## config.mk

```make
export PLATFORM = sky130hd
export DESIGN_NAME = fetch_unit
export DESIGN_NICKNAME = d
export VERILOG_FILES = /design/src/rtl/asip_pkg.sv /design/src/rtl/ifid_reg.sv /design/src/rtl/fetch_unit.sv
export SDC_FILE = /design/constraint.sdc
export NUM_CORES = 1
export LEC_CHECK = 0
export BUFFER_PORTS_ARGS = -buffer_cell sky130_fd_sc_hd__buf_4
export CAP_MARGIN = 20
export CORE_ASPECT_RATIO = 0.6
export CORE_MARGIN = 5
export CORE_UTILIZATION = 47
export CTS_CLUSTER_SIZE = 25
export DETAILED_ROUTE_END_ITERATION = 10
export PLACE_DENSITY_LB_ADDON = 0.2
export SLEW_MARGIN = 20
export SYNTH_ARGS = -nofsm -noshare
export SYNTH_HDL_FRONTEND = slang
export SYNTH_HIERARCHICAL = 1
export SYNTH_SLANG_ARGS = --single-unit
```

## constraint.sdc

```tcl
create_clock -name clk -period 2 [get_ports clk]
set_input_delay 0.4 -clock clk [delete_from_list [all_inputs] [get_ports clk]]
set_output_delay 0.4 -clock clk [all_outputs]
set_load 0.01 [all_outputs]
```

## src/rtl/asip_pkg.sv

```systemverilog
// Shared constants and types for the 24-bit audio ASIP pipeline.
package asip_pkg;

  localparam int N = 24;
  localparam logic [N-1:0] LAST_ADDR = 24'd255;
  localparam logic [N-1:0] HALT_INSTR = 24'hFFFFFF;

  localparam logic SCRIPT_REVERB = 1'b0;
  localparam logic SCRIPT_DEREVERB = 1'b1;

  typedef enum logic [1:0] {
    IDLE = 2'd0,
    RUN  = 2'd1,
    HALT = 2'd2
  } fetch_state_t;

endpackage

```

## src/rtl/ifid_reg.sv

```systemverilog
// Generic pipeline register: flush clears valid but keeps the payload,
// enable captures a new payload and marks it valid, otherwise everything holds.
module ifid_reg #(
  parameter int W = 24
) (
  input  logic         clk,
  input  logic         rst_n,
  input  logic         en,
  input  logic         flush,
  input  logic [W-1:0] d_instr,
  input  logic [W-1:0] d_pc,
  input  logic [W-1:0] d_pc_plus1,
  output logic         valid,
  output logic [W-1:0] instr,
  output logic [W-1:0] pc,
  output logic [W-1:0] pc_plus1
);

  // Valid bit: flush wins over capture.
  always_ff @(posedge clk or negedge rst_n) begin
    if (!rst_n) begin
      valid <= 1'b0;
    end else if (flush) begin
      valid <= 1'b0;
    end else if (en) begin
      valid <= 1'b1;
    end
  end

  // Payload: only a non-flushed enabled cycle loads new fields.
  always_ff @(posedge clk or negedge rst_n) begin
    if (!rst_n) begin
      instr    <= '0;
      pc       <= '0;
      pc_plus1 <= '0;
    end else if (en && !flush) begin
      instr    <= d_instr;
      pc       <= d_pc;
      pc_plus1 <= d_pc_plus1;
    end
  end

endmodule

```

## src/rtl/fetch_unit.sv

```systemverilog
// Instruction-fetch stage: owns the PC, sequences start/halt, applies
// stall and redirect, and feeds the IF/ID register.
// There is no valid/ready handshake here: stall is a plain hold request
// from decode, and redirect_valid is a one-cycle command that is acted on
// in the same cycle it is seen (no acknowledge).
module fetch_unit
  import asip_pkg::*;
(
  input  logic         clk,
  input  logic         rst_n,
  input  logic         start,
  input  logic         script_sel_in,
  input  logic         stall,
  input  logic         redirect_valid,
  input  logic [N-1:0] redirect_addr,
  output logic         imem_sel,
  output logic [N-1:0] imem_addr,
  input  logic [N-1:0] imem_instr,
  output logic         ifid_valid,
  output logic [N-1:0] ifid_instr,
  output logic [N-1:0] ifid_pc,
  output logic [N-1:0] ifid_pc_plus1,
  output logic         busy,
  output logic         done,
  output logic         err,
  output fetch_state_t dbg_state
);

  fetch_state_t state_q, state_nxt;
  logic [N-1:0] pc_q, pc_nxt;
  logic         sel_q, sel_nxt;
  logic         err_q, err_nxt;
  logic         ifid_en;
  logic         ifid_flush;

  // State, PC, script select and error flag registers.
  always_ff @(posedge clk or negedge rst_n) begin
    if (!rst_n) begin
      state_q <= IDLE;
      pc_q    <= '0;
      sel_q   <= SCRIPT_REVERB;
      err_q   <= 1'b0;
    end else begin
      state_q <= state_nxt;
      pc_q    <= pc_nxt;
      sel_q   <= sel_nxt;
      err_q   <= err_nxt;
    end
  end

  // Next-state and PC update; redirect outranks stall, stall outranks halt.
  always_comb begin
    state_nxt = state_q;
    pc_nxt    = pc_q;
    sel_nxt   = sel_q;
    err_nxt   = err_q;
    case (state_q)
      IDLE, HALT: begin
        if (start) begin
          state_nxt = RUN;
          pc_nxt    = '0;
          sel_nxt   = script_sel_in;
          err_nxt   = 1'b0;
        end
      end
      RUN: begin
        if (redirect_valid) begin
          if (redirect_addr <= LAST_ADDR) begin
            pc_nxt = redirect_addr;
          end else begin
            err_nxt   = 1'b1;
            state_nxt = HALT;
          end
        end else if (!stall) begin
          if (imem_instr == HALT_INSTR || pc_q == LAST_ADDR) begin
            state_nxt = HALT;
          end else begin
            pc_nxt = pc_q + 24'd1;
          end
        end
      end
      default: state_nxt = IDLE;
    endcase
  end

  // Outside RUN the register is kept empty; this also drops the last
  // delivered word one cycle after halt and clears it on restart.
  assign ifid_flush = (state_q != RUN) || redirect_valid;
  assign ifid_en    = (state_q == RUN) && !stall;

  ifid_reg #(.W(N)) u_ifid (
    .clk        (clk),
    .rst_n      (rst_n),
    .en         (ifid_en),
    .flush      (ifid_flush),
    .d_instr    (imem_instr),
    .d_pc       (pc_q),
    .d_pc_plus1 (pc_q + 24'd1),
    .valid      (ifid_valid),
    .instr      (ifid_instr),
    .pc         (ifid_pc),
    .pc_plus1   (ifid_pc_plus1)
  );

  assign imem_addr = pc_q;
  assign imem_sel  = sel_q;
  assign err       = err_q;
  assign busy      = (state_q == RUN);
  assign done      = (state_q == HALT);
  assign dbg_state = state_q;

endmodule

```

Yosys cells after proc, flatten, opt, wreduce, memory -nomap -nowiden
Cells that the tools add are included.

Add/subtract/negate cells: 1. Order comparisons: 1. Equal/unequal tests: 13. Muxes and demuxes: 18. Reduce and logical (&&, ||, !) cells: 14.

Operators by type and width (number): two-way mux 24 bit (5); one-hot mux 24 bit (2 select lines) (1); adder 24 x 1 -> 24 bit (second input constant) (1); == test 24 bit (second input constant) (1); == test 24 x 8 -> 1 bit (second input constant) (1); <= comparator 24 x 8 -> 1 bit (second input constant) (1); two-way mux 2 bit (5); inequality test 3 bit (second input constant) (3); AND reduction 4 bit (2); inequality test 2 bit (second input constant) (3); inequality test 3 x 2 -> 1 bit (second input constant) (2); two-way mux 1 bit (5); AND reduction 5 bit (1); one-hot mux 2 bit (2 select lines) (1); nonzero test 2 bit (2); == test 2 x 1 -> 1 bit (second input constant) (1); == test 2 bit (second input constant) (1); logical AND 1 bit (2); logical NOT 1 bit (2); logical NOT 2 bit (1); logical OR 1 bit (2); inequality test 2 x 1 -> 1 bit (second input constant) (1); one-hot mux 1 bit (2 select lines) (1); AND reduction 2 bit (1); OR reduction 2 bit (1).

Register bits: 101. Input port bits: 54. Output and inout bits: 103. Logic and storage cells: 55.

Longest topological paths before layout
Depth in word-level cells: 6. Gate-level depth with buffers: 9. Gate-level depth less buffers: 6.

Cells and area by module
Netlist, hierarchy kept.

By module, submodules not included: ifid_reg (instances 1, cells an instance 156, area an instance 3081.7 µm²); fetch_unit (instances 1, cells an instance 279, area an instance 2277.2 µm²).

Least setup slack after synthesis
OpenSTA, ideal clock, no wires.

Path kind: reg-to-reg. Start: reg pc_q[0] (netlist: imem_addr[0]). End: reg pc_q[18] (netlist: imem_addr[18]). Library setup time: 0.064 ns. Arrival time: 2.099 ns. Required time: 1.936 ns. Path slack: -0.164 ns. Cell stages (with the launch flop): 8. Buffers on the path: 1. Period minus slack after synthesis: 2.164 ns. Path through: dfrtp_1 -> ha_1 -> nand4_1 -> or4_1 -> buf_2 -> or3_4 -> nor4_2 -> a21o_1.

Word-level cells in the longest chain between the ends: 5. Elaborated cells on any way between the ends: 9.

RTL lines: from (decl) (line fetch_unit.sv:30) `logic [N-1:0] pc_q, pc_nxt;`; from (signal assigned) (line fetch_unit.sv:45) `pc_q <= pc_nxt;`; adder 24 x 1 -> 24 bit (line fetch_unit.sv:78) `pc_nxt = pc_q + 24'd1;`; two-way mux 24 bit (line fetch_unit.sv:75) `if (imem_instr == HALT_INSTR || pc_q == LAST_ADDR) begin`; two-way mux 24 bit (line fetch_unit.sv:74) `end else if (!stall) begin`; two-way mux 24 bit (line fetch_unit.sv:67) `if (redirect_valid) begin`; one-hot mux 24 bit (2 select lines) (line fetch_unit.sv:57) `case (state_q)`.

Parallel ways exist; a longest one is shown, timed or not. The select of a mux whose other input is x is not followed. A chain may end at the register's enable or synchronous reset.

Worst setup path in the final report
Start: reg pc_q[1] (netlist: imem_addr[1]). End: reg pc_q[0] (netlist: imem_addr[0]).

Word-level cells in the longest chain between the ends: 4.

RTL lines (line): == test 24 x 8 -> 1 bit (fetch_unit.sv:75); logical OR 1 bit (fetch_unit.sv:75); inequality test 3 bit (no line); AND reduction 5 bit (no line).

No other way between the ends.

==> reports/metrics.csv <==
metric,value,unit
outcome,finished with violations,
violations,setup timing,
regArea,0.00253,sq mm
place_hpwl,11.7,mm
hold_class,in -> async,
avgViaCountPerCell,5.73,
drv_slew,0,
synthDistinctLibCells,53,
fin_skew,6.06,ps
track_usage,22.8,%
h-tree-depth,3,
start_util,47.7,%
relSlewSlack,63.1,%
synth_common_cells,"dfrtp_1, mux2_4, nand2_1, nor2_1",
utilization,69.7,%
yosysMostFrequentCell,dfrtp_1,
post-route-period-util,103,%
critPathRequiredTime,2230,ps
dieArea,0.0137,sq mm
drive_above_1_share,56.7,%
critPathKind,reg -> reg,
rsz0062_at_grt,true,
max_cap_violations,0,
finalWeightedCongestion,0.931,
fillerInstances,813,
multi_input_area,0.00277,sq mm
tightest_slew,554,ps
place_inst,786,
antennaDiodeCount,0,
startpoint_type,flop,
die_h,92.7,um
rows,30,
design.core.area,0.0112,sq mm
cts_root_buf,clkbuf_16,
grt_pass1_vias,4572,
synth.area.top_cells,"dfrtp_1, mux2_4, buf_12",
cp_max_fo,4,
hold_violations,0,
clk_latency,340,ps
clock_tree.buffer_depth,2,
drc,0,
firstDrtPassIters,5,
pin_count,157,
crit_start,imem_addr[1],
synthCells,435,
post-synth-top-area-cell,dfrtp_1,
max_freq,0.488,GHz
holdWs,40.5,ps
final.min_clock_period,2050,ps
synth_ff_type,dfrtp_1,
synth_edf_count,0,
cp.arrival,2280,ps
antenna_found_initial,0,
rr_startpoint,imem_addr[1],
instances_no_fill,811,
netlist.area_leader.share,47.2,%
grt_pass1_wl,24.9,mm
finalPower,7920,uW
cts_tree,yes,
wl,16.4,mm
rrSetupSlack,-50,ps
area_growth_syn_to_layout,46.0,%
syn_avg_cell_area,12.3,sq um
vias,4645,
async_flop_share,100,%
power_density,1010,mW/mm^2
syn-num-nets,490,
overflow,0,
numCtsBuffers,9,
finalSetupViolCount,10,
grt_start_max_net_pins,40,
ir_drop,0.557,mV
synth_area,0.00536,sq mm
crit_path_end_kind,flop,
crit_end,imem_addr[0],
ant_nets,0,
r2r-end,imem_addr[0],
synth-seq-cells,101,
setup_ws,-50.5,ps
ys_warn_count,6,
nets,718,
ys_seq_area_share,47.2,%
fin_tns_setup,-159,ps
r2r_cells,8,
drt_iter0_drc,463,
port_buffers,156,
wl_per_cell,20.2,um
cts.reportedPaths.clkPinSlew,70,ps
numClockSinks,101,
p_leak,0.00379,uW
fp.dieW,148,um
==> per-layer routing <==
layer	wire length, um	vias up	track usage, %	part of all wire, %
met1	7430	2317	33.8	45
li1	-	2065	-	-
met3	1520	17	5.57	9.3
met4	136	0	5.30	0.83
met5	0	-	0	0
met2	7300	246	33.9	45
==> cell usage in the layout, fill, tap and decap left out, drive strengths merged, types with 3 or more instances in the layout <==
| cell | instances |
|---|---|
| buf | 246 |
| dfrtp | 101 |
| mux2 | 75 |
| nand2 | 20 |
| nor2 | 20 |
| inv | 16 |
| nand4 | 16 |
| o211ai | 15 |
| nor3 | 14 |
| o21ai | 14 |
| xnor2 | 13 |
| nor4 | 13 |
| a21oi | 12 |
| clkbuf | 10 |
| nand3 | 8 |
| xor2 | 6 |
| a22o | 6 |
| or4 | 6 |
| a211oi | 6 |
| o2bb2ai | 5 |
| mux2i | 5 |
| nand2b | 5 |
| and4 | 3 |
| bufinv | 3 |
| or2 | 3 |
| a32o | 3 |
| a32oi | 3 |
==> cell families (layout without fill, tap and decap cells) <==
family,Yosys count,after routing,share of synthesized area (%)
AO/OA/AOI/OAI,75,75,9.85
multiplexers,80,80,21.6
XOR/XNOR,19,19,3.11
AND/OR/NAND/NOR,113,114,11.9
flip-flops,101,101,47.2
buffers and inverters,46,277,6.16
adder cells (fa/ha/maj),1,1,0.233
==> cell type report <==
cell class / count / area share [%]
Clock buffer: 10 / 2.93
Clock inverter: 5 / 1.28
Inverter: 16 / 0.767
Multi-Input combinational cell: 289 / 35.4
Sequential cell: 101 / 32.3
Tap cell: 144 / 2.30
Timing Repair Buffer: 246 / 25.0
==> power by group <==
part           total [uW]  internal, uW  switching, uW
registers            2940          2560            371
logic                3040          1750           1290
clock network        1950          1210            734
==> worst max-delay path, cell delays in order (launching register included) <==
cell	delay, ps
dfrtp_1	390
ha_4	140
nand4_1	180
nor4b_2	320
buf_4	190
a32o_2	240
a21oi_4	100
buf_6	140
a32o_1	240
==> stage by stage <==
step	worst slack (ps)	instance area, sq um
floorplan	-118	5440
global placement	-188	7190
detailed placement	-208	7190
CTS	-76.6	7610
global route	-134	7830
finish	-50.5	7830
==> what timing repair did <==
action	4_1_cts	5_1_grt
cloned	0	3
resized for setup	14	36
pin swaps	5	15
setup buffers	4	5
endpoints found under the setup margin	30	75
hold buffers	0	0
==> flip-flops by register name, indices dropped and copies added, names as in the netlist <==
register / flops
u_ifid/instr: 24
u_ifid/valid: 1
imem_addr: 24
u_ifid/pc_plus1: 24
imem_sel: 1
dbg_state: 2
err: 1
u_ifid/pc: 24
==> how the worst min path moves through the flow <==
stage           from              end  cells past startpoint
5_1_grt        rst_n  u_ifid/instr[6]                      1
6_report       rst_n  u_ifid/instr[6]                      1
4_1_cts        rst_n  u_ifid/instr[6]                      1
3_5_place_dp   rst_n  u_ifid/instr[6]                      1
3_3_place_gp   rst_n  u_ifid/instr[6]                      1
2_1_floorplan  rst_n     dbg_state[0]                      0
Note: power is estimated with default switching activity, not from simulation.
